**src/rtl/pc_sequencer.sv**
```systemverilog
// rtl/pc_sequencer.sv - VR16 program counter, return-address stack and FETCH/DECODE/EXECUTE sequencer
module pc_sequencer #(
  parameter int               WIDTH        = 16,
  parameter int               STACK_DEPTH  = 4,
  parameter logic [WIDTH-1:0] RESET_VECTOR = '0
) (
  input  logic                         clk,
  input  logic                         reset,
  input  logic                         start,
  input  logic                         mem_ready,
  input  logic                         op_jump,
  input  logic                         op_call,
  input  logic                         op_ret,
  input  logic                         op_halt,
  input  logic                         op_reset_pc,
  input  logic [WIDTH-1:0]             target_addr,
  output logic [WIDTH-1:0]             pc,
  output logic                         fetch_req,
  output logic                         ir_load,
  output logic                         exec_en,
  output logic                         halted,
  output logic                         fault,
  output logic [$clog2(STACK_DEPTH):0] stack_level
);
  localparam int PW = $clog2(STACK_DEPTH);
  localparam int LW = PW + 1;
  localparam logic [LW-1:0]    LVL_FULL = LW'(STACK_DEPTH);
  localparam logic [LW-1:0]    LVL_ONE  = LW'(1);
  localparam logic [WIDTH-1:0] PC_ONE   = WIDTH'(1);

  typedef enum logic [2:0] {
    S_IDLE, S_FETCH, S_DECODE, S_EXECUTE, S_HALT, S_FAULT
  } state_t;

  state_t           state, state_next;
  logic [WIDTH-1:0] pc_next;
  logic [WIDTH-1:0] pc_inc;
  logic [LW-1:0]    level_next;
  logic             push;
  logic [PW-1:0]    top_idx;
  logic [WIDTH-1:0] stack_mem [STACK_DEPTH];

  // Return addresses wrap modulo 2^WIDTH exactly like sequential pc advance.
  assign pc_inc  = pc + PC_ONE;
  assign top_idx = PW'(stack_level - LVL_ONE);

  always_ff @(posedge clk) begin
    if (reset) begin
      state       <= S_IDLE;
      pc          <= RESET_VECTOR;
      stack_level <= '0;
    end else begin
      state       <= state_next;
      pc          <= pc_next;
      stack_level <= level_next;
    end
  end

  // Stack contents are meaningless after reset; only stack_level is cleared.
  always_ff @(posedge clk) begin
    if (push) stack_mem[PW'(stack_level)] <= pc_inc;
  end

  always_comb begin
    state_next = state;
    pc_next    = pc;
    level_next = stack_level;
    push       = 1'b0;
    fetch_req  = 1'b0;
    ir_load    = 1'b0;
    exec_en    = 1'b0;
    halted     = 1'b0;
    fault      = 1'b0;
    unique case (state)
      S_IDLE: begin
        if (start) state_next = S_FETCH;
      end
      S_FETCH: begin
        fetch_req = 1'b1;
        if (mem_ready) begin
          ir_load    = 1'b1;
          state_next = S_DECODE;
        end
      end
      S_DECODE: state_next = S_EXECUTE;
      S_EXECUTE: begin
        exec_en    = 1'b1;
        state_next = S_FETCH;
        if (op_halt) begin
          state_next = S_HALT;
        end else if (op_reset_pc) begin
          pc_next = RESET_VECTOR;
        end else if (op_call) begin
          if (stack_level == LVL_FULL) begin
            state_next = S_FAULT;
          end else begin
            push       = 1'b1;
            pc_next    = target_addr;
            level_next = stack_level + LVL_ONE;
          end
        end else if (op_jump) begin
          pc_next = target_addr;
        end else if (op_ret) begin
          if (stack_level == '0) begin
            state_next = S_FAULT;
          end else begin
            pc_next    = stack_mem[top_idx];
            level_next = stack_level - LVL_ONE;
          end
        end else begin
          pc_next = pc_inc;
        end
      end
      S_HALT:  halted = 1'b1;
      S_FAULT: fault  = 1'b1;
      default: state_next = S_IDLE;
    endcase
  end
endmodule

```
**config.mk**
```make
export PLATFORM = sky130hd
export DESIGN_NAME = pc_sequencer
export DESIGN_NICKNAME = d
export VERILOG_FILES = /design/src/rtl/pc_sequencer.sv
export SDC_FILE = /design/constraint.sdc
export NUM_CORES = 1
export LEC_CHECK = 0
export CORE_MARGIN = 2
export CORE_UTILIZATION = 35
export CTS_CLUSTER_DIAMETER = 150
export CTS_CLUSTER_SIZE = 20
export DETAILED_ROUTE_END_ITERATION = 6
export SLEW_MARGIN = 40
export SYNTH_ARGS = -nofsm -noshare
export SYNTH_HDL_FRONTEND = slang
export SYNTH_SLANG_ARGS = --single-unit
```
**constraint.sdc**
```tcl
create_clock -name clk -period 3.4 [get_ports clk]
set_input_delay 0.85 -clock clk [delete_from_list [all_inputs] [get_ports clk]]
set_output_delay 0.85 -clock clk [all_outputs]
set_load 0.01 [all_outputs]
```
# Yosys cells after proc, flatten, opt, wreduce, memory -nomap -nowiden
# Memories as Yosys holds them, arrays and structs flattened.
# Index checks and enable logic that the tools add are counted.
# totals
ff_bits,22
ramBits,64
in_bits,25
out_inout_bits,24
wordCells,64
n_memories,1
# mem_list
memory,words,width,rd,rd_clocked_by_memory_dff,write_ports,line_no,source
stack_mem,4,16,1,0,1,41,logic [WIDTH-1:0] stack_mem [STACK_DEPTH];
# op_classes
add_sub_neg,3
n_eq_ne,13
muxes,34
bitwise,3
reduce_logical,7
# ops
cell,n
$mux W16,6
$mux W3,14
$add A16 B1 Y16 const B,1
$pmux W3 S5,1
$mux W1,13
$eq A3 B3 Y1 const B,3
$ne A2 B2 Y1 const B,4
$reduce_and A7 Y1,1
$eq A3 B2 Y1 const B,2
$logic_not A3 Y1,2
$ne A5 B5 Y1 const B,1
$reduce_and A4 Y1,1
$add A3 B1 Y3 const B,1
$eq A3 B1 Y1 const B,1
$ne A3 B3 Y1 const B,1
$not A1 Y1,3
$reduce_and A3 Y1,1
$sub A3 B1 Y3 const B,1
$ne A2 B1 Y1 const B,1
$reduce_bool A2 Y1,1
$reduce_or A2 Y1,1

# Logic depth before layout (Yosys ltp)
# Gate-level depths: netlist (run 1).
# depth
depth_word,8
ltp_mapped,12
ltp_nobuf,7

# Least setup slack after synthesis (run 1)
# No wires, ideal clock.
# synth_path
path_kind,input port to flip-flop
from,input op_halt
to,"memory stack_mem[0][0], enable pin"
setup_time_ns,0.409
t_arrival_ns,2.524
required_time_ns,2.991
slack_ns,0.466
stages,3
path_buffers,1
cell_sequence,or3_1 > buf_2 > nor3_1
# synth_between
elab_chain_cells,4
# synth_lines
item,line_no,source
start: declaration,14,"input logic op_halt,"
$mux W1,89,if (op_halt) begin
$mux W1,74,unique case (state)
$mux W1,61,if (push) stack_mem[PW'(stack_level)] <= pc_inc;
$mux W1 (not written as such),61,
end: declaration,41,
# No other way between the ends.

# Worst setup path after layout (run 1)
# layout_path
from,input mem_ready
to,output ir_load
# layout_between
elab_chain_cells,2
# layout_lines
item,line_no,source
start: declaration,10,"input logic mem_ready,"
$mux W1,80,if (mem_ready) begin
$mux W1,74,
end: declaration,19,"output logic ir_load,"
# No other way between the ends.

==> results.md, run 1 <==
- CTS tree: yes
- MaxCap Viol Count: 0
- Worst ir drop on vdd: 0.000242 V
- Top cells by area, synth: edfxtp_1 (48%), dfxtp_1 (11%), mux4_2 (5.6%)
- Iter 0 DRT Violations: around 140
- Mean Syn Cell Area: 12.5 um2
- Number of post-CTS setup repair buffers: 0
- FF-to-FF path depth: 7
- RSZ-0062 raised after global routing: no
- Synthesized area: about 4000 um2
- Cell taking the most area after synthesis: edfxtp_1
- Port Buffers: between 40 and 50
- GRT Total Usage: 0.160
- Largest net degree at the start of global routing: 25
- Area growth syn-to-layout: 23.8%
- Final clock skew: about 0.0083 ns
- Pwr Density: between 400 and 500 nW/um2
- Outcome: finished, final reports clean
- Share of the synthesized area in the top cell type: 0.479
- Async S/R FF share, synth: 0
- Sequential fraction of the synthesis area: 0.589
- Top post-synthesis cells by count: edfxtp_1 (64), nor2_1 (26), dfxtp_1 (22)
- First-pass iteration count of the detailed router: 4
- Num CTS Buffers: 9
- Row count: 39
- Lkg Pwr: 1.73 nW
- Setup TNS: 0 ns
- Number of routed nets with antenna violations: 0
- Core area: approximately 11000 um2
- Nets: between 400 and 500
- Top-Level Pins: 49
- Max-slew headroom: 0.648
- Drt drc: 0
- Post-synth EDFFs: 64
- Die ar.: 12300 um2
- Vias per cell: between 5 and 6
- Crit share post-route: 0.835
- Max Fclk: roughly 350 MHz
- First-pass GRT wire length: roughly 15 mm
- Initial Util: 0.355
- Antenna cells: 0
- CP Class: primary input to primary output
- Critical path arrival: between 1.5 and 2 ns
- Hold-fix buffers, CTS: 0
- Final setup fails: 0
- #FFs+latches synth: 86
- Top-count cell post-synth: edfxtp_1
- Least-Margin Pin Slew: roughly 0.53 ns
- Clk buf depth: 2
- Mapped Nets: ~350
- Vias in the first global route: 2752
- Total Power: about 2.2 mW
- Yosys cell types: 49
- Number of H-tree levels: 3
- CP required: about 2.6 ns
- Wire per inst: approximately 18 um
- Total grt overflow: 0
- Cts repair resizes: 0
- Die Ht: about 110 um
- Root Driver: clkbuf_16
- Hold Path Depth: 2
- Initial antenna violation count: 0
- Fin. max-slew vios: 0
- Synth Flop Type: edfxtp_1
- YS warnings: 0
- Die Wd: 111 um
- Gpl congestion: between 0.7 and 0.8
- Reg clk slew, reported paths: approximately 0.060 ns
- Final worst path period need: around 2.8 ns
- Hold WC Path Type: register to register
- Synthesized instance count: approximately 320
- Hold Violations, Final: 0
- Crit start category: primary input
- Worst Setup End Kind: primary output
- Total wire length: roughly 9.4 mm
- Detail Placement HPWL: between 6 and 7 mm
- Clock sink count: 86
- Crit-path max FO: 3
- Worst-skew pair later-pin latency: around 0.34 ns
- Share of layout cells above drive strength 1: 0.136
- Vias post-DR: 2695
metal layers:
metal  up-vias  GRT usage  wire [um]
met5         -          0          0
met2        83      0.247       4320
met3        11     0.0344        520
met4         0     0.0593        114
met1      1288      0.222       4460
li1       1313          -          -
power by group:
part / leakage (nW) / switching (mW) / internal (mW)
clock: 0.142 / 0.428 / 0.506
sequential: 0.821 / 0.00614 / 1.12
combinational: 0.763 / 0.0565 / 0.0555
critical path, cell delays in order:
cell and delay (ns):
clkdlybuf4s50_1 0.49, and2_1 0.12, clkdlybuf4s50_1 0.53
final timing paths:
kind	startpoint	endpoint	slack [ns]
hold reg to reg	pc[1]	pc[1]	0.52
setup reg to reg	stack_level[1]	pc[15]	0.98
hold / removal	pc[1]	pc[1]	0.52
setup / recovery	mem_ready	ir_load	0.56
cells in the final DEF, fill, tap and decap left out, drive strengths merged, types with 7 or more instances in the layout:
master	n
mux4	10
clkbuf	9
inv	19
xnor2	11
o21ai	19
nor3	11
nor2	26
edfxtp	64
mux2i	13
clkdlybuf4s50	48
a21oi	7
nand2	20
buf	14
dfxtp	22
registers in the layout, indices dropped and copies added, names as in the netlist:
| register | flops |
|---|---|
| stack_mem | 64 |
| state | 3 |
| stack_level | 3 |
| pc | 16 |
metrics by stage:
stage	std cells	setup WS (ns)	util	hold slack, ns	instance area [um2]
floorplan	321	0.466	-	0.483	4010
global placement	509	0.526	0.414	0.509	4690
detailed placement	509	0.466	0.414	0.510	4690
CTS	525	0.555	0.439	0.523	4970
global route	525	0.525	0.439	0.553	4970
finish	525	0.562	0.439	0.523	4970
cell type report:
| cell class | count | area (um2) |
|---|---|---|
| inverter | 15 | 56.3 |
| fill | 1068 | 6350 |
| tap | 143 | 179 |
| sequential | 86 | 2360 |
| timing repair buffer | 62 | 586 |
| clock buffer | 9 | 225 |
| multi-input combinational | 203 | 1510 |
| clock inverter | 7 | 56.3 |
cells by family after synthesis:
family,after synthesis,share of synthesized area
flip-flops,86,0.589
buffers and inverters,32,0.0374
AO/OA/AOI/OAI,60,0.101
multiplexers,25,0.0941
AND/OR/NAND/NOR,95,0.123
XOR/XNOR,17,0.0371
adder cells (fa/ha/maj),6,0.0187
No activity file was read; power rests on OpenSTA's default activity.
==> inputs of run 2 (changes only) <==
clock period = 3 ns   (was 3.4 ns; I/O delays follow)
==> results.md, run 2 (synthesized netlist as in run 1, its figures left out) <==
- Outcome: finished, final reports clean
- CP cell instances: clkdlybuf4s50_1, and2_1, clkdlybuf4s50_1
- Crit path depth: 3 (unchanged)
- Worst Setup End Kind: primary output
- Worst ir drop on vdd: 0.000274 V (+13%)
- Number of post-CTS setup repair buffers: 0 (unchanged)
- Final clock skew: 0.00901 ns (+0.000666 ns)
- Worst-skew pair later-pin latency: 0.34 ns (about the same)
- Root Driver: clkbuf_16
- Setup TNS: 0 ns (unchanged)
- Design Area, Final: 5030 um2 (+1.1%)
- Detail Placement HPWL: 6.49 mm (+1.3%)
- Reg clk slew, reported paths: 0.07 ns (about the same)
- GRT Total Usage: 0.157 (-0.00242)
- Largest net degree at the start of global routing: 22 (-12%)
- Max-slew headroom: 0.694 (+0.0458)
- Most common cell after layout, fill and taps aside: edfxtp_1
- Share of layout cells above drive strength 1: 0.138 (+0.00190)
- Crit share post-route: 0.878
- First-pass iteration count of the detailed router: 4 (unchanged)
- Initial Util: 0.355 (unchanged)
- Row count: 39 (unchanged)
- Cts repair resizes: 0 (unchanged)
- RSZ-0062 raised after global routing: no
- Crit-path max FO: 3 (unchanged)
- Die Ht: 111 um (unchanged)
- Nets: 410 (+0.49%)
- Final Util: 0.444 (+0.00486)
- Area growth syn-to-layout: 25.2%
- Pwr Density: 516 nW/um2 (+18%)
- Crit-path most repeated cell: clkdlybuf4s50_1
- Number of routed nets with antenna violations: 0 (unchanged)
- Internal power: 2.06 mW (+23%)
- Critical path arrival: 1.88 ns (-0.11 ns)
- Top-Level Pins: 49 (unchanged)
- Vias post-DR: 2696 (+0.037%)
- Max stage delay on crit path: 0.52 ns (about the same)
- CTS tree: yes
- Die Wd: 111 um (unchanged)
- Setup crit end: ir_load
- Sequential Power Share: 0.491 (-0.027)
- Final worst path period need: roughly 2.6 ns
- Num CTS Buffers: 9 (unchanged)
- Psw: 0.532 mW (+8.5%)
- Worst setup startpoint: mem_ready
- CP Class: primary input to primary output
- Most frequent cells in the layout: edfxtp_1 (64), clkdlybuf4s50_1 (48), nor2_1 (26), dfxtp_1 (22), nand2_1 (20)
- Net Sw Frac: 0.205 (-0.0210)
- Least-Margin Pin Slew: 0.459 ns (-0.0681 ns)
- Max reg flops: 64 (unchanged)
- Port Buffers: 48 (unchanged)
- Critical-path top delay cell: clkdlybuf4s50_1
- Clock power share: 0.459 (+0.028)
- Reg-to-reg endpoint: pc[14]
- Hold-fix buffers, CTS: 0 (unchanged)
- Reg with most FFs: stack_mem
- Lkg Pwr: 1.74 nW (+0.90%)
- Core area: 11300 um2 (unchanged)
- Initial antenna violation count: 0 (unchanged)
- Number of H-tree levels: 3 (unchanged)
- Crit path buffers/inverters: 2 (unchanged)
- Hold Violations, Final: 0 (unchanged)
- Drt drc: 0 (unchanged)
- CP top delay family: buffers and inverters
- Reg2reg start: pc[0]
- Combinational share of power: 0.050 (-0.002)
- Final setup fails: 0 (unchanged)
- Vias per cell: 5.12 (-0.34%)
- MaxCap Viol Count: 0 (unchanged)
- Area after DPL: 4700 um2 (+0.32%)
- Hold WC Path Type: register to register
- Die ar.: 12300 um2 (unchanged)
- Wire per inst: 18.0 um (+0.49%)
- Fin. max-slew vios: 0 (unchanged)
- Total grt overflow: 0 (unchanged)
- Gpl congestion: 0.772 (+0.38%)
- Clock sink count: 86 (unchanged)
- Clk buf depth: 2 (unchanged)
- Antenna cells: 0 (unchanged)
- FF-to-FF path depth: 6 (-1)
- Max Fclk: around 380 MHz
- CP required: 2.25 ns (-0.30 ns)
- Vias in the first global route: 2767 (+0.55%)
- Total wire length: 9.50 mm (+0.87%)
- First-pass GRT wire length: 14.8 mm (-2.2%)
- Top flop regs: stack_mem: 64 flops, pc: 16 flops
- R2r setup slk: 0.80 ns (-0.18 ns)
- Iter 0 DRT Violations: 127 (-9.9%)
- Crit start category: primary input
==> run 2: cell type report <==
type	count	area, um2
sequential	86	2360
inverter	15	56.3
clock inverter	7	96.3
tap	143	179
fill	1074	6290
timing repair buffer	64	601
clock buffer	9	225
multi-input combinational	203	1510
==> run 2: metal layers <==
layer | wire [um] | vias up | GRT usage
met2 | 4520 | 66 | 0.255
met1 | 4490 | 1302 | 0.212
li1 | - | 1317 | -
met4 | 130 | 0 | 0.0626
met5 | 0 | - | 0
met3 | 358 | 11 | 0.0257
==> run 2: worst min-delay path by stage <==
stage | start | depth (start not counted) | to
final | pc[7] | 2 | pc[7]
after floorplan | state[2] | 1 | state[1]
after detailed placement | pc[7] | 2 | pc[7]
after global routing | pc[7] | 2 | pc[7]
after CTS | pc[7] | 2 | pc[7]
after global placement | pc[7] | 2 | pc[7]
==> run 2: power by group through the flow <==
stage	registers [mW]	clock network [mW]	logic (mW)
finish	1.27	1.19	0.131
global route	1.27	1.26	0.142
CTS	1.27	1.21	0.132
detailed placement	1.30	0	0.131
global placement	1.30	0	0.130
floorplan	1.30	0	0.0669
==> run 2: per-stage QoR <==
stage	worst slack [ns]	power, mW	cells	hold WS, ns
2_1_floorplan	0.155	1.36	321	0.483
3_3_place_gp	0.220	1.43	511	0.513
3_5_place_dp	0.203	1.43	511	0.505
4_1_cts	0.363	2.62	527	0.515
5_1_grt	0.320	2.67	527	0.546
6_report	0.366	2.60	527	0.514
==> run 2: tightest hold or removal path, stage by stage (launching register included) <==
cell and delay [ns]:
dfxtp_1 0.35, nand2_1 0.07, o21ai_1 0.05
